$ cat src/rtl/sram_arb_pkg.sv
// Shared types and default sizing for the SRAM arbiter and its wait counter.
package sram_arb_pkg;

  typedef enum logic [1:0] {
    IDLE   = 2'd0,
    ACCESS = 2'd1,
    DONE   = 2'd2
  } state_t;

  typedef enum logic {
    GNT_CPU = 1'b0,
    GNT_DBG = 1'b1
  } gnt_t;

  localparam int DEF_ADDR_W      = 20;
  localparam int DEF_DATA_W      = 16;
  localparam int DEF_WAIT_STATES = 2;

endpackage

$ cat src/rtl/sram_wait_ctr.sv
// Loadable down-counter timing the strobe window; last is high while the count equals 1.
module sram_wait_ctr import sram_arb_pkg::*; #(
  parameter int WAIT_STATES = DEF_WAIT_STATES
) (
  input  logic clk,
  input  logic rst_n,
  input  logic load,
  input  logic dec,
  output logic last
);

  localparam int CW = $clog2(WAIT_STATES + 1);
  localparam logic [CW-1:0] LOAD_VAL = CW'(WAIT_STATES);

  logic [CW-1:0] cnt;

  always_ff @(posedge clk or negedge rst_n) begin
    if (!rst_n) begin
      cnt <= '0;
    end else if (load) begin
      cnt <= LOAD_VAL;
    end else if (dec && cnt != '0) begin
      cnt <= cnt - CW'(1);
    end
  end

  assign last = (cnt == CW'(1));

endmodule

$ cat src/rtl/sram_arbiter.sv
// Arbitrates CPU and debug-loader access to one SRAM with fixed wait states and a one-cycle ack.
// SRAM_ARB_RR_EN selects round-robin tie-break; otherwise the CPU always wins a tie.
module sram_arbiter import sram_arb_pkg::*; #(
  parameter int ADDR_W      = DEF_ADDR_W,
  parameter int DATA_W      = DEF_DATA_W,
  parameter int WAIT_STATES = DEF_WAIT_STATES
) (
  input  logic              Clk,
  input  logic              Reset_n,
  input  logic              cpu_req,
  input  logic              cpu_we,
  input  logic [ADDR_W-1:0] cpu_addr,
  input  logic [DATA_W-1:0] cpu_wdata,
  output logic [DATA_W-1:0] cpu_rdata,
  output logic              cpu_ack,
  input  logic              dbg_req,
  input  logic              dbg_we,
  input  logic [ADDR_W-1:0] dbg_addr,
  input  logic [DATA_W-1:0] dbg_wdata,
  output logic [DATA_W-1:0] dbg_rdata,
  output logic              dbg_ack,
  output logic [ADDR_W-1:0] sram_addr,
  output logic [DATA_W-1:0] sram_wdata,
  input  logic [DATA_W-1:0] sram_rdata,
  output logic              sram_dq_oe,
  output logic              sram_ce_n,
  output logic              sram_oe_n,
  output logic              sram_we_n
);

  state_t state, state_nxt;
  gnt_t   gnt, gnt_nxt;
  logic   we_q, we_nxt;
  logic   grant;
  logic   last;
  logic   ce_n_nxt, oe_n_nxt, we_n_nxt, dq_oe_nxt;

`ifdef SRAM_ARB_RR_EN
  logic   last_dbg;
`endif

  sram_wait_ctr #(.WAIT_STATES(WAIT_STATES)) u_wait_ctr (
    .clk   (Clk),
    .rst_n (Reset_n),
    .load  (grant),
    .dec   (state == ACCESS),
    .last  (last)
  );

  always_ff @(posedge Clk or negedge Reset_n) begin
    if (!Reset_n) begin
      state <= IDLE;
      gnt   <= GNT_CPU;
      we_q  <= 1'b0;
    end else begin
      state <= state_nxt;
      gnt   <= gnt_nxt;
      we_q  <= we_nxt;
    end
  end

  always_comb begin
    state_nxt = state;
    gnt_nxt   = gnt;
    we_nxt    = we_q;
    grant     = 1'b0;
    case (state)
      IDLE: begin
        if (cpu_req || dbg_req) begin
          grant     = 1'b1;
          state_nxt = ACCESS;
          if (cpu_req && dbg_req) begin
`ifdef SRAM_ARB_RR_EN
            gnt_nxt = last_dbg ? GNT_CPU : GNT_DBG;
`else
            gnt_nxt = GNT_CPU;
`endif
          end else begin
            gnt_nxt = cpu_req ? GNT_CPU : GNT_DBG;
          end
          we_nxt = (gnt_nxt == GNT_CPU) ? cpu_we : dbg_we;
        end
      end
      ACCESS:  if (last) state_nxt = DONE;
      DONE:    state_nxt = IDLE;
      default: state_nxt = IDLE;
    endcase
    // Pins are registered from the next state so they change together with it.
    ce_n_nxt  = (state_nxt != ACCESS);
    oe_n_nxt  = !((state_nxt == ACCESS) && !we_nxt);
    we_n_nxt  = !((state_nxt == ACCESS) && we_nxt);
    dq_oe_nxt = ((state_nxt == ACCESS) || (state_nxt == DONE)) && we_nxt;
  end

`ifdef SRAM_ARB_RR_EN
  always_ff @(posedge Clk or negedge Reset_n) begin
    if (!Reset_n) begin
      last_dbg <= 1'b1;
    end else if (grant) begin
      last_dbg <= (gnt_nxt == GNT_DBG);
    end
  end
`endif

  always_ff @(posedge Clk or negedge Reset_n) begin
    if (!Reset_n) begin
      sram_ce_n  <= 1'b1;
      sram_oe_n  <= 1'b1;
      sram_we_n  <= 1'b1;
      sram_dq_oe <= 1'b0;
      sram_addr  <= '0;
      sram_wdata <= '0;
      cpu_ack    <= 1'b0;
      dbg_ack    <= 1'b0;
      cpu_rdata  <= '0;
      dbg_rdata  <= '0;
    end else begin
      sram_ce_n  <= ce_n_nxt;
      sram_oe_n  <= oe_n_nxt;
      sram_we_n  <= we_n_nxt;
      sram_dq_oe <= dq_oe_nxt;
      cpu_ack    <= (state == ACCESS) && last && (gnt == GNT_CPU);
      dbg_ack    <= (state == ACCESS) && last && (gnt == GNT_DBG);
      if (grant) begin
        sram_addr  <= (gnt_nxt == GNT_CPU) ? cpu_addr  : dbg_addr;
        sram_wdata <= (gnt_nxt == GNT_CPU) ? cpu_wdata : dbg_wdata;
      end
      // Sample the pad on the final strobe cycle; the other port's register holds.
      if ((state == ACCESS) && last && !we_q) begin
        if (gnt == GNT_CPU) cpu_rdata <= sram_rdata;
        else                dbg_rdata <= sram_rdata;
      end
    end
  end

endmodule

$ cat config.mk
export PLATFORM = sky130hd
export DESIGN_NAME = sram_arbiter
export DESIGN_NICKNAME = d
export VERILOG_FILES = /design/src/rtl/sram_arb_pkg.sv /design/src/rtl/sram_wait_ctr.sv /design/src/rtl/sram_arbiter.sv
export SDC_FILE = /design/constraint.sdc
export NUM_CORES = 1
export LEC_CHECK = 0
export ABC_AREA = 1
export CAP_MARGIN = 20
export CORE_AREA = 5 5 101 94
export CTS_BUF_LIST = sky130_fd_sc_hd__clkbuf_4
export CTS_CLUSTER_SIZE = 24
export DETAILED_ROUTE_END_ITERATION = 7
export DIE_AREA = 0 0 106 99
export GPL_TIMING_DRIVEN = 0
export PLACE_DENSITY_LB_ADDON = 0.2
export SLEW_MARGIN = 20
export SYNTH_ARGS = -nofsm -noshare
export SYNTH_HDL_FRONTEND = slang
export SYNTH_SLANG_ARGS = --single-unit
$ cat constraint.sdc
create_clock -name Clk -period 2.8 [get_ports Clk]
set_clock_uncertainty 0.15 [all_clocks]
set_input_delay 0.84 -clock Clk [delete_from_list [all_inputs] [get_ports Clk]]
set_output_delay 0.84 -clock Clk [all_outputs]
set_load 0.005 [all_outputs]
==> results of run 1 <==
==> power by group through the flow <==
stage	Sequential, mW	Clock, mW	Combinational [mW]
after global routing	2.15	0.741	3.23
after global placement	2.09	0	2.86
final	2.08	0.669	2.90
after CTS	2.08	0.690	2.95
after detailed placement	2.10	0	2.94
after floorplan	2.12	0	1.32
==> cell families (layout without fill, tap and decap cells) <==
group	after synthesis	in the layout
fa+ha+maj	3	3
simple gates	335	335
flops	80	80
compound gates	7	7
buf+inv	66	250
==> per-layer routing <==
metal | global-route usage [%] | vias to the layer above
met3 | 6.42 | 16
met5 | 0 | -
li1 | - | 1798
met2 | 31.8 | 129
met4 | 5.68 | 0
met1 | 23.6 | 1576
==> flip-flops by register name (all words and copies together) (netlist names) <==
register / count
sram_oe_n: 1
dbg_rdata: 16
sram_addr: 20
we_q: 1
cpu_ack: 1
sram_ce_n: 1
gnt: 1
sram_dq_oe: 1
dbg_ack: 1
state: 2
sram_we_n: 1
cpu_rdata: 16
sram_wdata: 16
u_wait_ctr.cnt: 2
==> placed cells by master (no fill, tap or decap), drive strengths merged <==
cell	synthesis	layout
dfstp	3	3
clkbuf	4	14
nor2	80	80
nor3	2	2
nand2	253	253
o21ai	5	5
dfrtp	77	77
clkinvlp	0	2
bufinv	0	1
buf	15	17
ha	3	3
inv	47	47
clkdlybuf4s50	0	166
o211ai	1	1
clkinv	0	3
o31ai	1	1
==> worst register-to-register path: cells and delay by family, from the launching register on <==
family | cells | cell delay (ns)
DFF | 1 | 0.45
adders and majority gates | 1 | 0.29
and+or+nand+nor | 2 | 0.29
AOI/OAI and AO/OA | 2 | 0.22
buffers and inverters | 2 | 0.32
==> Yosys cell counts, drive strengths merged <==
cell type	instances
inv	47
buf	15
nor3	2
nand2	253
dfrtp	77
o21ai	5
dfstp	3
o31ai	1
ha	3
clkbuf	4
o211ai	1
nor2	80
==> worst paths after layout <==
path / start / to / slack, ns / cells past startpoint
min in group Clk: sram_addr[11] / sram_addr[11] / 0.34 / 2
worst min register to register: sram_addr[11] / sram_addr[11] / 0.34 / 2
worst min-delay path: Reset_n / cpu_rdata[3] / 0.23 / 1
worst max-delay path: sram_oe_n / sram_oe_n / 0.37 / 1
worst max register to register: state[1] / sram_dq_oe / 1.03 / 7
max in group asynchronous: Reset_n / cpu_rdata[10] / 1.68 / 2
==> through the flow <==
stage               hold WS [ns]  instance area, um2
CTS                        0.214                5730
finish                     0.227                5730
global route               0.217                5730
floorplan                  0.320                3770
detailed placement         0.314                5600
global placement           0.311                5570
==> final cells by class <==
type | instances | area (um2) | share of cell area (%)
Buffer | 19 | 166 | 2.90
Tap cell | 102 | 128 | 2.23
Clock buffer | 10 | 75.1 | 1.31
Multi-Input combinational cell | 345 | 1430 | 24.9
Timing Repair Buffer | 168 | 1700 | 29.6
Sequential cell | 80 | 2010 | 35.0
Inverter | 47 | 176 | 3.08
Clock inverter | 6 | 60.1 | 1.05
==> flow_summary.yaml, run 1 <==
cts:
  clockRootBuffer: "clkbuf_4"
  htreeDepth: 3
  post_cts_resize_count: 0
  cts_buffer_depth: 2
  clock-sinks: 80
  post_cts_buffers: 0
  cts_buffers: 9
  cts_tree: "yes"
  holdBufCountCts: 0
  clkLatencyLatePin_ns: 0.40
  clk_pin_slew_ns: 0.13
grt:
  grt_max_degree: 47
  grt_pass1_wl_um: 16300
  antenna_found_initial: 0
  first_global_vias: 3482
  gr-total-overflow: 0
  grt_usage_pct: 19.0
yosys:
  synth_compound_area_share_pct: 1.26
  synthMuxAreaShare_pct: 0
  synth_top_area_cell: "dfrtp_1"
  ys_types: 21
  synth_top_family_by_area: "simple AND/OR/NAND/NOR gates"
  ys_warn_count: 0
  synthAdderAreaFrac_pct: 0.995
  avgSynthCellArea_um2: 7.69
  synthSimpleGateAreaFrac_pct: 35.5
  synth_area_leaders: "dfrtp_1, nand2_1, nor2_1"
  synth-seq-cells: 80
  synthXorXnorAreaFrac_pct: 0
  synth_area_um2: 3770
  synth_top_area_share_pct: 51.1
  netlist_instances: 491
  ys_seq_area_share_pct: 53.1
  syn-num-nets: 588
power:
  total_power_mw: 5.64
  intPower_mw: 3.62
  power_density_nw_per_um2: 984
  combPwrFrac_pct: 51.3
  p_clk_share_pct: 11.9
  switching_share_pct: 35.9
  p_switching_mw: 2.03
  seqPwrFrac_pct: 36.8
  p_leak_nw: 2.96
  peakVddDrop_mv: 0.485
cells_and_area:
  drive_gt1_share_pct: 9.19
  syn2layout_area_growth_pct: 51.9
  nNetsFinal: 767
  fillCellCount: 723
  finalNonFillerCells: 777
  final_util_pct: 68.8
  n_antenna_cell: 0
min_path:
  hp-class: "in -> async"
sta:
  rsz0062_at_grt: "no"
  final.setup.tns_ns: 0
  fin_crit_sh_pct: 86.7
  finalHoldViolCount: 0
  drv_slew: 0
  relSlewSlack_pct: 68.1
  setup_viol: 0
  period_minus_slack_ns: 2.43
  worst_pin_slew_ns: 0.479
  max_freq_mhz: 412
  final.setup.worst_slack_ns: 0.373
route:
  routedWlPerCell_um: 12.7
  wl_met1_um: 4130
  dr_wl_met3_um: 856
  viasPerCell: 4.53
  top_layer: "met4"
  wirelength_um: 9870
  met2_wirelength_um: 4720
  drt_pre_antenna_iters: 4
  antenna_left: 0
  remaining_drc_errors: 0
  vias: 3519
  drtIter0Drc: 83
worst_setup_path:
  crit_fanout: 1
  crit_type: "reg -> out"
  crit_arrival_ns: 1.44
  cp_slowest_cell: "dfstp_2"
  cp.required_ns: 1.81
  cp_slowest_stage_delay_ns: 0.54
  cp_cell_sequence: "clkdlybuf4s50_1"
  critical_path_buf_inv_count: 1
  critical-path-top-delay-family: "flip-flops"
  critPathLaunchType: "register"
  critPathCaptureType: "output pin"
placement:
  port-buffer-count: 167
  placed_cells: 761
  place_worst_setup_slack_ns: 0.0843
  place_congestion: 0.847
  dp_hpwl_um: 7730
die:
  start_util_pct: 45.3
  die_w_um: 106
  rows: 32
  boundaryPins: 168
  core_area_um2: 8330
  fp.dieH_um: 99
  dieArea_um2: 10500
job:
  cap_violations: 0
outcome:
  status: "completed"
(Power assumes the default switching activity.)
==> run 2, diff against run 1 <==
CORE_AREA = 2 2 98 91   (was 5 5 101 94)
DIE_AREA = 0 0 100 93   (was 0 0 106 99)
==> flow_summary.yaml, run 2 (synthesis gave the netlist of run 1 again) <==
sta:
  rsz0062_at_grt: "no"
  drv_slew: 0
  fin_crit_sh_pct: 87.0
  worst_pin_slew_ns: 0.467
  max_freq_mhz: 411
  final.setup.tns_ns: 0
  finalHoldViolCount: 0
  whs_ns: 0.206
  period_minus_slack_ns: 2.44
  setup_viol: 0
  final.setup.worst_slack_ns: 0.365
  relSlewSlack_pct: 68.9
cells_and_area:
  finalInstanceArea_um2: 5730
  final_util_pct: 68.9
  top_register: "sram_addr"
  fillCellCount: 705
  n_antenna_cell: 0
  largest_reg_flops: 20
  register_area_um2: 2010
  syn2layout_area_growth_pct: 52.0
  final_cell_mix: "nand2_1, clkdlybuf4s50_1, nor2_1, dfrtp_1, inv_1"
  final_common_cell: "nand2_1"
  nNetsFinal: 767
  multiInputGateArea_um2: 1430
  finalNonFillerCells: 777
  drive_gt1_share_pct: 9.04
route:
  remaining_drc_errors: 0
  drtIter0Drc: 89
  vias: 3542
  wirelength_um: 9520
  dr_wl_met3_um: 740
  top_layer: "met4"
  met2_wirelength_um: 4550
  drt_pre_antenna_iters: 4
  viasPerCell: 4.56
  antenna_left: 0
  wl_met1_um: 4090
  routedWlPerCell_um: 12.3
die:
  die_w_um: 100
  start_util_pct: 45.3
  boundaryPins: 168
  fp.dieH_um: 93
  dieArea_um2: 9300
  core_area_um2: 8330
  rows: 32
worst_setup_path:
  cp.required_ns: 1.81
  crit_cells: 1
  r2r_cells: 7
  crit_type: "reg -> out"
  cp_slowest_stage_delay_ns: 0.54
  crit_fanout: 1
  crit_arrival_ns: 1.45
  startpoint: "sram_oe_n"
  timing.rr.end: "sram_dq_oe"
  cp_slowest_cell: "dfstp_2"
  critPathCaptureType: "output pin"
  critPathLaunchType: "register"
  endpoint: "sram_oe_n"
  ff2ff_setup_slack_ns: 0.99
  timing.rr.start: "state[1]"
  cp_cell_sequence: "clkdlybuf4s50_1"
  critical-path-top-delay-family: "flip-flops"
  critical_path_buf_inv_count: 1
placement:
  port-buffer-count: 167
  place_worst_setup_slack_ns: 0.0657
  placed_cells: 761
  dp_hpwl_um: 7290
  place_congestion: 0.802
  dpl_cell_area_um2: 5600
cts:
  clock-sinks: 80
  clockRootBuffer: "clkbuf_4"
  post_cts_resize_count: 0
  cts_buffers: 9
  clk_pin_slew_ns: 0.13
  holdBufCountCts: 0
  post_cts_buffers: 0
  clkLatencyLatePin_ns: 0.41
  htreeDepth: 3
  cts_buffer_depth: 2
  cts_tree: "yes"
grt:
  grt_pass1_wl_um: 15700
  first_global_vias: 3408
  grt_max_degree: 48
  antenna_found_initial: 0
  gr-total-overflow: 0
  grt_usage_pct: 21.4
job:
  cap_violations: 0
power:
  total_power_mw: 5.65
  peakVddDrop_mv: 0.433
  p_leak_nw: 2.96
  power_density_nw_per_um2: 986
min_path:
  hp-class: "in -> async"
outcome:
  status: "completed"
-- run 2: cell types whose count changed in the layout (fill, tap and decap cells not counted), sizes merged --
cell / change
clkinv: +2
clkinvlp: -2
-- run 2: power by group --
group / switching (mW) / internal, mW
Combinational: 1.30 / 1.59
Clock: 0.389 / 0.280
Sequential: 0.343 / 1.75
-- run 2: per-layer routing --
layer  global-route usage (%)  vias to the layer above
met5                        0                        -
met4                     6.51                        0
met3                     6.28                       11
met2                     36.3                      120
met1                     26.5                     1607
li1                         -                     1804
-- run 2: cell type report --
type | instances | area share (%)
clock inverters | 6 | 1.07
repair buffers | 168 | 29.6
well taps | 102 | 2.23
clock buffers | 10 | 1.31
inverters | 47 | 3.08
multi-input cells | 345 | 24.9
plain buffers | 19 | 2.90
flip-flops and latches | 80 | 35.0
-- run 2: worst min-delay path by stage --
stage | depth (start not counted) | from | slack [ns] | endpoint
2_1_floorplan | 2 | u_wait_ctr.cnt[1] | 0.32 | u_wait_ctr.cnt[1]
3_3_place_gp | 2 | dbg_rdata[5] | 0.31 | dbg_rdata[5]
3_5_place_dp | 2 | sram_addr[10] | 0.31 | sram_addr[10]
4_1_cts | 1 | Reset_n | 0.20 | cpu_rdata[0]
5_1_grt | 1 | Reset_n | 0.20 | cpu_rdata[0]
6_report | 1 | Reset_n | 0.21 | cpu_rdata[0]
